==> src/rtl/ir_key_decode_if.sv <==
`default_nettype none
// ============================================================================
//  Module      : ir_key_decode_if
//  Description : Signal bundle between the NEC IR receiver (frame fields,
//                leader flag, bit count) and the key decoder outputs.
//  Revision    : 1.0  initial release
// ============================================================================
interface ir_key_decode_if;
    // Receiver side
    logic        lead_flag_I;
    logic [5:0]  vaild_cnt_I;
    logic [3:0]  clu_I;
    logic [3:0]  cll_I;
    logic [3:0]  cru_I;
    logic [3:0]  crl_I;
    logic [3:0]  ku_I;
    logic [3:0]  kl_I;
    logic [3:0]  iku_I;
    logic [3:0]  ikl_I;
    // Decoder results
    logic [7:0]  key_code_O;
    logic [15:0] custom_O;
    logic        key_valid_O;
    logic        key_repeat_O;
    logic        key_held_O;
    logic        err_O;
    logic [7:0]  frame_cnt_O;
    logic [6:0]  HEX0_O;
    logic [6:0]  HEX1_O;
    logic [6:0]  HEX2_O;
    logic [6:0]  HEX3_O;

    // Receiver / stimulus side
    modport master (
        output lead_flag_I, vaild_cnt_I,
        output clu_I, cll_I, cru_I, crl_I, ku_I, kl_I, iku_I, ikl_I,
        input  key_code_O, custom_O, key_valid_O, key_repeat_O, key_held_O,
        input  err_O, frame_cnt_O, HEX0_O, HEX1_O, HEX2_O, HEX3_O
    );

    // Decoder side
    modport slave (
        input  lead_flag_I, vaild_cnt_I,
        input  clu_I, cll_I, cru_I, crl_I, ku_I, kl_I, iku_I, ikl_I,
        output key_code_O, custom_O, key_valid_O, key_repeat_O, key_held_O,
        output err_O, frame_cnt_O, HEX0_O, HEX1_O, HEX2_O, HEX3_O
    );
endinterface
`default_nettype wire

==> src/rtl/ir_key_decode.sv <==
`default_nettype none
// ============================================================================
//  Module      : ir_key_decode
//  Description : Frame-level consumer for the NEC IR receiver. Detects frame
//                end from the leader flag, validates key/custom codes, emits
//                key / repeat / error pulses, a held-key level, a frame
//                counter and four active-low seven-segment digits.
//  Revision    : 1.0  initial release
// ============================================================================
module ir_key_decode #(
    parameter int          HOLD_CYCLES   = 6_000_000,
    parameter bit          CHECK_CUSTOM  = 1'b0,
    parameter logic [15:0] EXPECT_CUSTOM = 16'h00FF
) (
    input  logic              CLOCK_50,
    input  logic              rst_n,
    ir_key_decode_if.slave    bus
);

    localparam logic [1:0]  c_IDLE        = 2'd0;
    localparam logic [1:0]  c_RECV        = 2'd1;
    localparam logic [1:0]  c_CHECK       = 2'd2;
    localparam logic [22:0] c_HOLD_RELOAD = 23'(HOLD_CYCLES - 1);
    localparam logic [6:0]  c_SEG_ZERO    = 7'h40;

    // Active-low {g..a} pattern for one hex digit
    function automatic logic [6:0] seg7(input logic [3:0] v);
        logic [6:0] s;
        case (v)
            4'h0: s = 7'h40;  4'h1: s = 7'h79;  4'h2: s = 7'h24;  4'h3: s = 7'h30;
            4'h4: s = 7'h19;  4'h5: s = 7'h12;  4'h6: s = 7'h02;  4'h7: s = 7'h78;
            4'h8: s = 7'h00;  4'h9: s = 7'h10;  4'hA: s = 7'h08;  4'hB: s = 7'h03;
            4'hC: s = 7'h46;  4'hD: s = 7'h21;  4'hE: s = 7'h06;  default: s = 7'h0E;
        endcase
        return s;
    endfunction

    logic        r_lead;
    logic [5:0]  r_cnt;
    logic        r_armed;
    logic [1:0]  r_state;
    logic [5:0]  r_max_cnt;
    logic [7:0]  r_key_sh;
    logic [7:0]  r_inv_sh;
    logic [15:0] r_cust_sh;
    logic [7:0]  r_key_code;
    logic [15:0] r_custom;
    logic        r_key_valid;
    logic        r_key_repeat;
    logic        r_err;
    logic        r_held;
    logic [22:0] r_hold_cnt;
    logic [7:0]  r_frame_cnt;
    logic [6:0]  r_hex0;
    logic [6:0]  r_hex1;
    logic [6:0]  r_hex2;
    logic [6:0]  r_hex3;

    logic        w_check;
    logic        w_key_ok;
    logic        w_cust_ok;
    logic        w_accept;
    logic        w_repeat;
    logic        w_reject;
    logic        w_reload;

    // Frame verdict, only meaningful during the single CHECK cycle
    assign w_check   = (r_state == c_CHECK);
    assign w_key_ok  = (r_key_sh == ~r_inv_sh);
    assign w_cust_ok = !CHECK_CUSTOM || (r_cust_sh == EXPECT_CUSTOM);
    assign w_accept  = w_check && (r_max_cnt == 6'd32) && w_key_ok && w_cust_ok;
    assign w_repeat  = w_check && (r_max_cnt == 6'd0) && r_held;
    // Any non-repeat length that did not pass is an error (truncated or bad code)
    assign w_reject  = w_check && (r_max_cnt != 6'd0) && !w_accept;
    assign w_reload  = w_accept || w_repeat;

    // Register receiver status; arm only after the leader has been seen low,
    // so a frame already in progress at reset release is ignored
    always_ff @(posedge CLOCK_50 or negedge rst_n) begin
        if (!rst_n) begin
            r_lead  <= 1'b0;
            r_cnt   <= 6'd0;
            r_armed <= 1'b0;
        end else begin
            r_lead  <= bus.lead_flag_I;
            r_cnt   <= bus.vaild_cnt_I;
            r_armed <= r_armed | ~bus.lead_flag_I;
        end
    end

    // Frame FSM: track longest bit count, shadow the fields at frame end
    always_ff @(posedge CLOCK_50 or negedge rst_n) begin
        if (!rst_n) begin
            r_state   <= c_IDLE;
            r_max_cnt <= 6'd0;
            r_key_sh  <= 8'd0;
            r_inv_sh  <= 8'd0;
            r_cust_sh <= 16'd0;
        end else begin
            case (r_state)
                c_IDLE: begin
                    r_max_cnt <= 6'd0;
                    if (r_lead && r_armed)
                        r_state <= c_RECV;
                end
                c_RECV: begin
                    if (r_cnt > r_max_cnt)
                        r_max_cnt <= r_cnt;
                    if (!r_lead) begin
                        r_state   <= c_CHECK;
                        r_key_sh  <= {bus.kl_I, bus.ku_I};
                        r_inv_sh  <= {bus.ikl_I, bus.iku_I};
                        r_cust_sh <= {bus.crl_I, bus.cru_I, bus.cll_I, bus.clu_I};
                    end
                end
                c_CHECK: r_state <= c_IDLE;
                default: r_state <= c_IDLE;
            endcase
        end
    end

    // Event pulses, latched codes and valid-frame counter
    always_ff @(posedge CLOCK_50 or negedge rst_n) begin
        if (!rst_n) begin
            r_key_valid  <= 1'b0;
            r_key_repeat <= 1'b0;
            r_err        <= 1'b0;
            r_key_code   <= 8'd0;
            r_custom     <= 16'd0;
            r_frame_cnt  <= 8'd0;
        end else begin
            r_key_valid  <= w_accept;
            r_key_repeat <= w_repeat;
            r_err        <= w_reject;
            if (w_accept) begin
                r_key_code  <= r_key_sh;
                r_custom    <= r_cust_sh;
                r_frame_cnt <= r_frame_cnt + 8'd1;
            end
        end
    end

    // Held-key timer; a reload in the expiry cycle keeps the key held
    always_ff @(posedge CLOCK_50 or negedge rst_n) begin
        if (!rst_n) begin
            r_held     <= 1'b0;
            r_hold_cnt <= 23'd0;
        end else if (w_reload) begin
            r_held     <= 1'b1;
            r_hold_cnt <= c_HOLD_RELOAD;
        end else if (r_held) begin
            if (r_hold_cnt == 23'd0)
                r_held <= 1'b0;
            else
                r_hold_cnt <= r_hold_cnt - 23'd1;
        end
    end

    // Seven-segment digits, one cycle behind the latched codes
    always_ff @(posedge CLOCK_50 or negedge rst_n) begin
        if (!rst_n) begin
            r_hex0 <= c_SEG_ZERO;
            r_hex1 <= c_SEG_ZERO;
            r_hex2 <= c_SEG_ZERO;
            r_hex3 <= c_SEG_ZERO;
        end else begin
            r_hex0 <= seg7(r_key_code[3:0]);
            r_hex1 <= seg7(r_key_code[7:4]);
            r_hex2 <= seg7(r_custom[3:0]);
            r_hex3 <= seg7(r_custom[7:4]);
        end
    end

    assign bus.key_code_O   = r_key_code;
    assign bus.custom_O     = r_custom;
    assign bus.key_valid_O  = r_key_valid;
    assign bus.key_repeat_O = r_key_repeat;
    assign bus.key_held_O   = r_held;
    assign bus.err_O        = r_err;
    assign bus.frame_cnt_O  = r_frame_cnt;
    assign bus.HEX0_O       = r_hex0;
    assign bus.HEX1_O       = r_hex1;
    assign bus.HEX2_O       = r_hex2;
    assign bus.HEX3_O       = r_hex3;

endmodule
`default_nettype wire

==> src/flat_wrapper.sv <==
// flat-port wrapper written by rule: the top's interface ports become plain ports
module ir_key_decode_flat 
#(
    parameter int          HOLD_CYCLES   = 6_000_000,
    parameter bit          CHECK_CUSTOM  = 1'b0,
    parameter logic [15:0] EXPECT_CUSTOM = 16'h00FF
)
  (CLOCK_50, rst_n, bus_lead_flag_I, bus_vaild_cnt_I, bus_clu_I, bus_cll_I, bus_cru_I, bus_crl_I, bus_ku_I, bus_kl_I, bus_iku_I, bus_ikl_I, bus_key_code_O, bus_custom_O, bus_key_valid_O, bus_key_repeat_O, bus_key_held_O, bus_err_O, bus_frame_cnt_O, bus_HEX0_O, bus_HEX1_O, bus_HEX2_O, bus_HEX3_O);
  ir_key_decode_if bus_i ();
  input  logic CLOCK_50;
  input  logic rst_n;
  input wire logic [$bits(bus_i.lead_flag_I)-1:0] bus_lead_flag_I;
  input wire logic [$bits(bus_i.vaild_cnt_I)-1:0] bus_vaild_cnt_I;
  input wire logic [$bits(bus_i.clu_I)-1:0] bus_clu_I;
  input wire logic [$bits(bus_i.cll_I)-1:0] bus_cll_I;
  input wire logic [$bits(bus_i.cru_I)-1:0] bus_cru_I;
  input wire logic [$bits(bus_i.crl_I)-1:0] bus_crl_I;
  input wire logic [$bits(bus_i.ku_I)-1:0] bus_ku_I;
  input wire logic [$bits(bus_i.kl_I)-1:0] bus_kl_I;
  input wire logic [$bits(bus_i.iku_I)-1:0] bus_iku_I;
  input wire logic [$bits(bus_i.ikl_I)-1:0] bus_ikl_I;
  output wire logic [$bits(bus_i.key_code_O)-1:0] bus_key_code_O;
  output wire logic [$bits(bus_i.custom_O)-1:0] bus_custom_O;
  output wire logic [$bits(bus_i.key_valid_O)-1:0] bus_key_valid_O;
  output wire logic [$bits(bus_i.key_repeat_O)-1:0] bus_key_repeat_O;
  output wire logic [$bits(bus_i.key_held_O)-1:0] bus_key_held_O;
  output wire logic [$bits(bus_i.err_O)-1:0] bus_err_O;
  output wire logic [$bits(bus_i.frame_cnt_O)-1:0] bus_frame_cnt_O;
  output wire logic [$bits(bus_i.HEX0_O)-1:0] bus_HEX0_O;
  output wire logic [$bits(bus_i.HEX1_O)-1:0] bus_HEX1_O;
  output wire logic [$bits(bus_i.HEX2_O)-1:0] bus_HEX2_O;
  output wire logic [$bits(bus_i.HEX3_O)-1:0] bus_HEX3_O;
  assign bus_i.lead_flag_I = bus_lead_flag_I;
  assign bus_i.vaild_cnt_I = bus_vaild_cnt_I;
  assign bus_i.clu_I = bus_clu_I;
  assign bus_i.cll_I = bus_cll_I;
  assign bus_i.cru_I = bus_cru_I;
  assign bus_i.crl_I = bus_crl_I;
  assign bus_i.ku_I = bus_ku_I;
  assign bus_i.kl_I = bus_kl_I;
  assign bus_i.iku_I = bus_iku_I;
  assign bus_i.ikl_I = bus_ikl_I;
  assign bus_key_code_O = bus_i.key_code_O;
  assign bus_custom_O = bus_i.custom_O;
  assign bus_key_valid_O = bus_i.key_valid_O;
  assign bus_key_repeat_O = bus_i.key_repeat_O;
  assign bus_key_held_O = bus_i.key_held_O;
  assign bus_err_O = bus_i.err_O;
  assign bus_frame_cnt_O = bus_i.frame_cnt_O;
  assign bus_HEX0_O = bus_i.HEX0_O;
  assign bus_HEX1_O = bus_i.HEX1_O;
  assign bus_HEX2_O = bus_i.HEX2_O;
  assign bus_HEX3_O = bus_i.HEX3_O;
  ir_key_decode #(.HOLD_CYCLES(HOLD_CYCLES), .CHECK_CUSTOM(CHECK_CUSTOM), .EXPECT_CUSTOM(EXPECT_CUSTOM)) u_core (.CLOCK_50(CLOCK_50), .rst_n(rst_n), .bus(bus_i));
endmodule
==> config.mk <==
export PLATFORM = sky130hd
export DESIGN_NAME = ir_key_decode_flat
export DESIGN_NICKNAME = d
export VERILOG_FILES = /design/src/rtl/ir_key_decode_if.sv /design/src/rtl/ir_key_decode.sv /design/src/flat_wrapper.sv
export SDC_FILE = /design/constraint.sdc
export NUM_CORES = 1
export LEC_CHECK = 0
export CAP_MARGIN = 15
export CELL_PAD_IN_SITES_DETAIL_PLACEMENT = 1
export CELL_PAD_IN_SITES_GLOBAL_PLACEMENT = 1
export CORE_MARGIN = 2
export CORE_UTILIZATION = 42
export DETAILED_ROUTE_END_ITERATION = 8
export GPL_TIMING_DRIVEN = 0
export PLACE_DENSITY_LB_ADDON = 0.1
export SETUP_SLACK_MARGIN = 0.3
export SYNTH_ARGS = -nofsm -noshare
export SYNTH_HDL_FRONTEND = slang
export SYNTH_SLANG_ARGS = --single-unit
==> constraint.sdc <==
create_clock -name CLOCK_50 -period 3.1 [get_ports CLOCK_50]
set_clock_uncertainty 0.2 [all_clocks]
set_input_delay 0.465 -clock CLOCK_50 [delete_from_list [all_inputs] [get_ports CLOCK_50]]
set_output_delay 0.465 -clock CLOCK_50 [all_outputs]
set_load 0.005 [all_outputs]
==> results.ini, run 1 <==
[floorplanning]
die_x_um = 126
start_util_pct = 43.0
die_area_um2 = 15900
fp-row-count = 44
die_y_um = 126
io_pins = 105
core_um2 = 14500

[placement]
dp_hpwl_mm = 11.1
routabilityCongestion = 0.825
port_buffers = 104
dpl_worst_slack_ns = 0.245
dpl.cell_count = 841

[setup_path]
cp_max_fo = 10
max_stage_delay_ns = 0.54
startpoint_type = register
cp_num_cells = 8
end_kind = register
critPathRequiredTime_ns = 3.21
worstPathArrival_ns = 2.80
crit_buf_inv = 3
rr_endpoint = u_core.bus.custom_O[9]
critPathKind = reg -> reg
cp_cell_sequence = or4_4 -> or3_1 -> buf_4 -> or4_4 -> buf_8 -> buf_6 -> nand2_1 -> nand2_1
critPathTopFamily = simple AND/OR/NAND/NOR gates
startpoint = u_core.r_max_cnt[1]
reg2reg_depth = 8
reg2reg_from = u_core.r_max_cnt[1]
r2r_setup_slack_ns = 0.41
crit_end = u_core.bus.custom_O[9]
slowest_stage = or4_4

[pwr]
ir_drop_mv = 0.338
p_leak_uw = 0.00373
powerDensity_nw_per_um2 = 553

[cts]
cts_sinks = 135
cts_buffers = 17
clkSlewWorstSetupHoldPaths_ns = 0.06
cts_root_buffer = clkbuf_16
clk_latency_ns = 0.42
clk_path_buf_depth = 2
h-tree-depth = 4
cts_tree = built

[synthesis]
syn_nets = 625
synthFlopType = dfrtp_1
synth_area_um2 = 6240
synth_cell_types = 50
synth_cells = 552
ys_ff_latch = 135
synth-edff-count = 0
async_flop_share_pct = 100
ys_seq_area_share_pct = 54.2
avgSynthCellArea_um2 = 11.3
yosysWarnings = 0

[routing]
vias_per_cell = 5.25
wirelength_mm = 15.9
dr.first_iter.drc_count = 196
firstDrtPassIters = 4
vias = 4611
drc = 0
wire_per_inst_um = 18.1
ant_nets = 0

[finish]
fin_cells = 878
fill_cells = 1534
syn_to_final_growth_pct = 32.8
final_nets = 754
diodes = 0
drive_gt1_share_pct = 14.1

[job]
maxCapViolCount = 0

[timing]
hold_viol = 0
rsz0062_at_grt = no
max_freq_ghz = 0.372
drv_slew = 0
setup_viol = 0
fin_crit_ns = 2.69
max_slew.worst_pin.slew_ns = 0.758
finalCritPeriodShare_pct = 86.8
fin_setup_tns_ns = 0
post-route-worst-setup-slack_ns = 0.410
maxSlewHeadroom_pct = 49.0

[min_path]
hp-class = reg -> reg
holdPathStages = 2

[grt]
grt_start_max_net_pins = 73
grt_pass1_vias = 5047
grtUsageTotal_pct = 21.0
grt_pass1_wl_mm = 26.2
antenna_found_initial = 0
grt_overflow = 0

[outcome]
status = completed

## metrics by stage
step / utilization, % / total power, uW / hold WS [ns] / area [um2]
after detailed placement: 51.9 / 2370 / 0.256 / 7540
final: 57.1 / 4590 / 0.269 / 8290
after global routing: 57.1 / 4770 / 0.267 / 8290
after global placement: 51.7 / 2340 / 0.248 / 7520
after CTS: 56.6 / 4630 / 0.267 / 8220
after floorplan: - / 2180 / -0.0306 / 6240
## final cells by class
type	instances	area, um2	share of cell area [%]
plain buffers	23	121	1.46
repair buffers	110	1120	13.5
well taps	184	230	2.78
clock buffers	20	457	5.51
clock inverters	12	199	2.40
inverters	25	93.8	1.13
flip-flops and latches	135	3380	40.8
multi-input cells	369	2690	32.4
## placed cells by master, fill, tap and decap left out, types with 7 or more instances in the layout
cell type and n:
dfrtp_1 131, clkdlybuf4s50_1 103, nand2_1 85, mux2_2 34, ha_1 32, nor2_1 28, inv_1 24, xnor2_1 20
o21ai_0 18, clkbuf_16 17, clkbuf_1 14, mux2i_1 12, a21oi_1 11, nand3_1 10, xor2_1 9, a22o_1 8
nor2b_1 7, nand2b_1 7, o31ai_1 7, nand4_1 7
## how the worst min path moves through the flow
stage	from	to	slack (ns)
2_1_floorplan	rst_n	u_core.bus.HEX0_O[0]	-0.03
3_3_place_gp	u_core.r_cust_sh[14]	u_core.bus.custom_O[14]	0.25
3_5_place_dp	u_core.bus.custom_O[12]	u_core.bus.custom_O[12]	0.26
4_1_cts	bus_vaild_cnt_I[3]	u_core.r_cnt[3]	0.27
5_1_grt	bus_vaild_cnt_I[4]	u_core.r_cnt[4]	0.27
6_report	u_core.bus.custom_O[12]	u_core.bus.custom_O[12]	0.27
## what timing repair did
action | in CTS | in global routing
buffers inserted | 0 | 4
gates resized for setup | 4 | 6
hold endpoints to repair | 61 | 0
pin swaps | 0 | 1
hold buffers | 1 | 0
setup endpoints to repair | 24 | 24
## state kept, by name, indices dropped and copies added (netlist names), 2 cells and up
name                    cells
u_core.r_inv_sh             8
u_core.bus.key_code_O       8
u_core.r_state              2
u_core.bus.HEX0_O           7
u_core.r_cust_sh           16
u_core.r_hold_cnt          23
u_core.bus.custom_O        16
u_core.r_cnt                6
u_core.r_key_sh             8
u_core.bus.HEX3_O           7
u_core.bus.HEX1_O           7
u_core.bus.frame_cnt_O      8
u_core.bus.HEX2_O           7
u_core.r_max_cnt            6
## kinds of logic after synthesis
logic type,Yosys count,synth area share [%]
compound gates,76,8.60
xor+xnor,29,4.07
fa+ha+maj,32,6.41
buf+inv,48,3.23
flops,135,54.2
mux,50,9.50
simple gates,182,14.0
## worst register-to-register path, delay by kind of cell (launching register included)
| kind | cells | cell delay (ns) |
|---|---|---|
| buf+inv | 3 | 0.45 |
| flops | 1 | 0.40 |
| simple gates | 5 | 1.53 |
## layer usage
layer  wire (um)  up-vias  track usage (%)
met4         304        0             7.69
met2        7890      105             35.2
met3         573       28             4.67
met5           0        -                0
li1            -     2175                -
met1        7120     2303             27.0
## power by group
group	total (uW)	switching [uW]	leakage (uW)	internal, uW
clock	2240	771	0.000308	1470
combinational	389	185	0.00164	204
sequential	1960	83.9	0.00178	1880
## cells in the mapped netlist (2+ instances only)
master	n	area, um2
a2111oi_0	5	43.8
a211oi_1	2	15.0
a21o_1	3	22.5
a21oi_1	11	55.1
a22o_1	8	70.1
a32o_1	4	40.0
and3_1	4	25.0
buf_2	5	25.0
buf_6	2	22.5
clkbuf_1	15	56.3
dfrtp_1	131	3280
dfstp_2	4	105
ha_1	32	400
inv_1	24	90.1
mux2_2	34	383
mux2i_1	12	120
mux4_2	4	90.1
nand2_1	85	319
nand2b_1	7	43.8
nand3_1	10	50.1
nand4_1	7	43.8
nor2_1	28	105
nor2b_1	7	43.8
nor3_1	6	30.0
nor4_1	6	37.5
o211ai_1	5	37.5
o21ai_0	18	90.1
o22ai_1	3	18.8
o311ai_0	4	35.0
o31ai_1	7	52.6
or3_1	6	37.5
or3b_2	4	35.0
or4_1	5	37.5
xnor2_1	20	175
xor2_1	9	78.8
No activity file was read; power rests on OpenSTA's default activity.
==> run 2: changes to the inputs <==
- CORE_MARGIN: 2 -> 5
==> run 2 against run 1 <==
  * Clock-buffer cell count rose by 4
  * Cell count grew 0.46%
  * Wire length is 2.3% lower
  * Critical path type unchanged
  * Critical endpoint is now u_core.bus.custom_O[8]
  * Largest cell class unchanged
==> results.ini, run 2 (synthesized netlist as in run 1, its figures left out) <==
[outcome]
status = completed

[job]
maxCapViolCount = 0  ; unchanged

[floorplanning]
core_um2 = 14500  ; unchanged
die_y_um = 132  ; +4.8%
die_x_um = 132  ; +4.8%
io_pins = 105  ; unchanged
start_util_pct = 43.0  ; unchanged
die_area_um2 = 17400  ; +9.8%
fp-row-count = 44  ; unchanged

[routing]
wire_per_inst_um = 17.6  ; -2.8%
drc = 0  ; unchanged
wirelength_mm = 15.5  ; -2.3%
vias = 4652  ; +0.89%
vias_per_cell = 5.27  ; +0.43%
dr.first_iter.drc_count = 144  ; -27%
ant_nets = 0  ; unchanged
firstDrtPassIters = 5  ; +1

[setup_path]
startpoint_type = register
critPathRequiredTime_ns = 3.21  ; about the same
worstPathArrival_ns = 2.85  ; +0.05 ns
cp_cell_sequence = or4_4 -> or3_1 -> buf_2 -> or4_4 -> buf_8 -> buf_6 -> nand2_1 -> nand2_1
end_kind = register
cp_max_fo = 10  ; unchanged
max_stage_delay_ns = 0.54  ; about the same
slowest_stage = or4_4
critPathKind = reg -> reg

[timing]
setup_viol = 0  ; unchanged
fin_crit_ns = 2.74  ; +0.0506 ns
post-route-worst-setup-slack_ns = 0.360  ; -0.0506 ns
rsz0062_at_grt = yes
maxSlewHeadroom_pct = 45.2  ; -3.8 points
max_slew.worst_pin.slew_ns = 0.814  ; +0.0562 ns
hold_viol = 0  ; unchanged
finalCritPeriodShare_pct = 88.4  ; +1.6 points
drv_slew = 0  ; unchanged
max_freq_ghz = 0.365  ; -1.8%

[cts]
cts_root_buffer = clkbuf_16
clk_path_buf_depth = 2  ; unchanged
clkSlewWorstSetupHoldPaths_ns = 0.06  ; about the same
clk_latency_ns = 0.42  ; about the same
cts_buffers = 17  ; unchanged
cts_sinks = 135  ; unchanged
cts_tree = built
h-tree-depth = 4  ; unchanged

[finish]
fin_area_um2 = 8270  ; -0.23%
final_nets = 758  ; +0.53%
top_register = u_core.r_hold_cnt
final_common_cell = dfrtp_1
largest_register_ff_count = 23  ; unchanged
final_cell_mix = dfrtp_1 (131), clkdlybuf4s50_1 (103), nand2_1 (85)
drive_gt1_share_pct = 14.5  ; +0.35 points
syn_to_final_growth_pct = 32.5
diodes = 0  ; unchanged
post-route-util_pct = 56.9  ; -0.13 points

[grt]
grt_pass1_wl_mm = 26.0  ; -0.84%
grt_overflow = 0  ; unchanged
grt_pass1_vias = 5032  ; -0.30%
grtUsageTotal_pct = 18.3  ; -2.8 points
grt_start_max_net_pins = 81  ; +11%
antenna_found_initial = 0  ; unchanged

[placement]
routabilityCongestion = 0.824  ; about the same
dpl_worst_slack_ns = 0.233  ; -0.0121 ns
dp_hpwl_mm = 11.0  ; -0.97%
port_buffers = 104  ; unchanged
place_area_um2 = 7540  ; unchanged

[pwr]
ir_drop_mv = 0.336  ; -0.72%
swShare_pct = 22.5  ; -0.15 points
p_leak_uw = 0.00374  ; +0.30%
power_frac_seq_pct = 43.9  ; +1.1 points
intPower_uw = 3460  ; -2.6%
power.share.clock_pct = 47.2  ; -1.6 points
p_total_uw = 4460  ; -2.8%
p_sw_uw = 1000  ; -3.4%
powerDensity_nw_per_um2 = 539  ; -2.6%
p_comb_share_pct = 8.9  ; +0.4 points

[min_path]
hp-class = reg -> reg

-- run 2: cell types whose count changed in the layout (fill, tap and decap cells not counted) --
cell | before | now
clkinv_4 | 1 | 0
clkinv_2 | 2 | 4
clkinvlp_4 | 4 | 1
clkbuf_8 | 2 | 5
clkbuf_1 | 14 | 15
buf_4 | 5 | 9
buf_12 | 1 | 0
bufinv_16 | 5 | 3
clkbuf_4 | 1 | 2
-- run 2: worst max-delay path: cells and delay by family (launching register included) --
family	cells	cell delay (ns)
flops	1	0.42
simple gates	5	1.53
buf+inv	3	0.46
-- run 2: layout make-up --
cell class              instances  area [um2]
multi-input cells             369        2690
clock buffers                  24         502
well taps                     184         230
inverters                      25        93.8
fillers                      1546        6260
flip-flops and latches        135        3380
clock inverters                 8         118
plain buffers                  23         121
repair buffers                114        1140
-- run 2: what timing repair did --
item / 4_1_cts / 5_1_grt
endpoints found under the setup margin: 25 / 31
hold buffers: 1 / 0
setup buffers: 0 / 8
hold endpoints to repair: 53 / 0
resized for setup: 3 / 8
gates cloned: 0 / 0
-- run 2: final timing paths --
kind | start | endpoint | slack [ns] | cells after the start
max in group asynchronous | rst_n | u_core.bus.HEX1_O[6] | 1.53 | 3
min in group asynchronous | rst_n | u_core.bus.HEX2_O[4] | 0.37 | 2
min reg2reg | u_core.r_armed | u_core.r_armed | 0.27 | 1
max | u_core.r_max_cnt[0] | u_core.bus.custom_O[8] | 0.36 | 8
min | u_core.r_armed | u_core.r_armed | 0.27 | 1
max reg2reg | u_core.r_max_cnt[0] | u_core.bus.custom_O[8] | 0.36 | 8
-- run 2: power groups by stage --
stage / Sequential, uW / Combinational [uW] / Clock, uW
after floorplan: 1970 / 216 / 0
after global placement: 1990 / 356 / 0
after detailed placement: 1990 / 374 / 0
after CTS: 1960 / 381 / 2150
after global routing: 1980 / 447 / 2230
final: 1960 / 396 / 2110
-- run 2: layer usage --
| layer | vias up | track usage [%] | share of wire (%) |
|---|---|---|---|
| met1 | 2355 | 24.1 | 46 |
| met5 | - | 0 | 0 |
| met4 | 0 | 7.03 | 2.3 |
| met3 | 21 | 4.16 | 3.7 |
| li1 | 2184 | - | - |
| met2 | 92 | 29.4 | 48 |
-- run 2: metrics by stage --
step / instances / TNS, ns / hold slack, ns
2_1_floorplan: 552 / 0 / -0.0306
3_3_place_gp: 840 / -527.62 / 0.248
3_5_place_dp: 841 / 0 / 0.255
4_1_cts: 874 / 0 / 0.264
5_1_grt: 882 / 0 / 0.278
6_report: 882 / 0 / 0.267
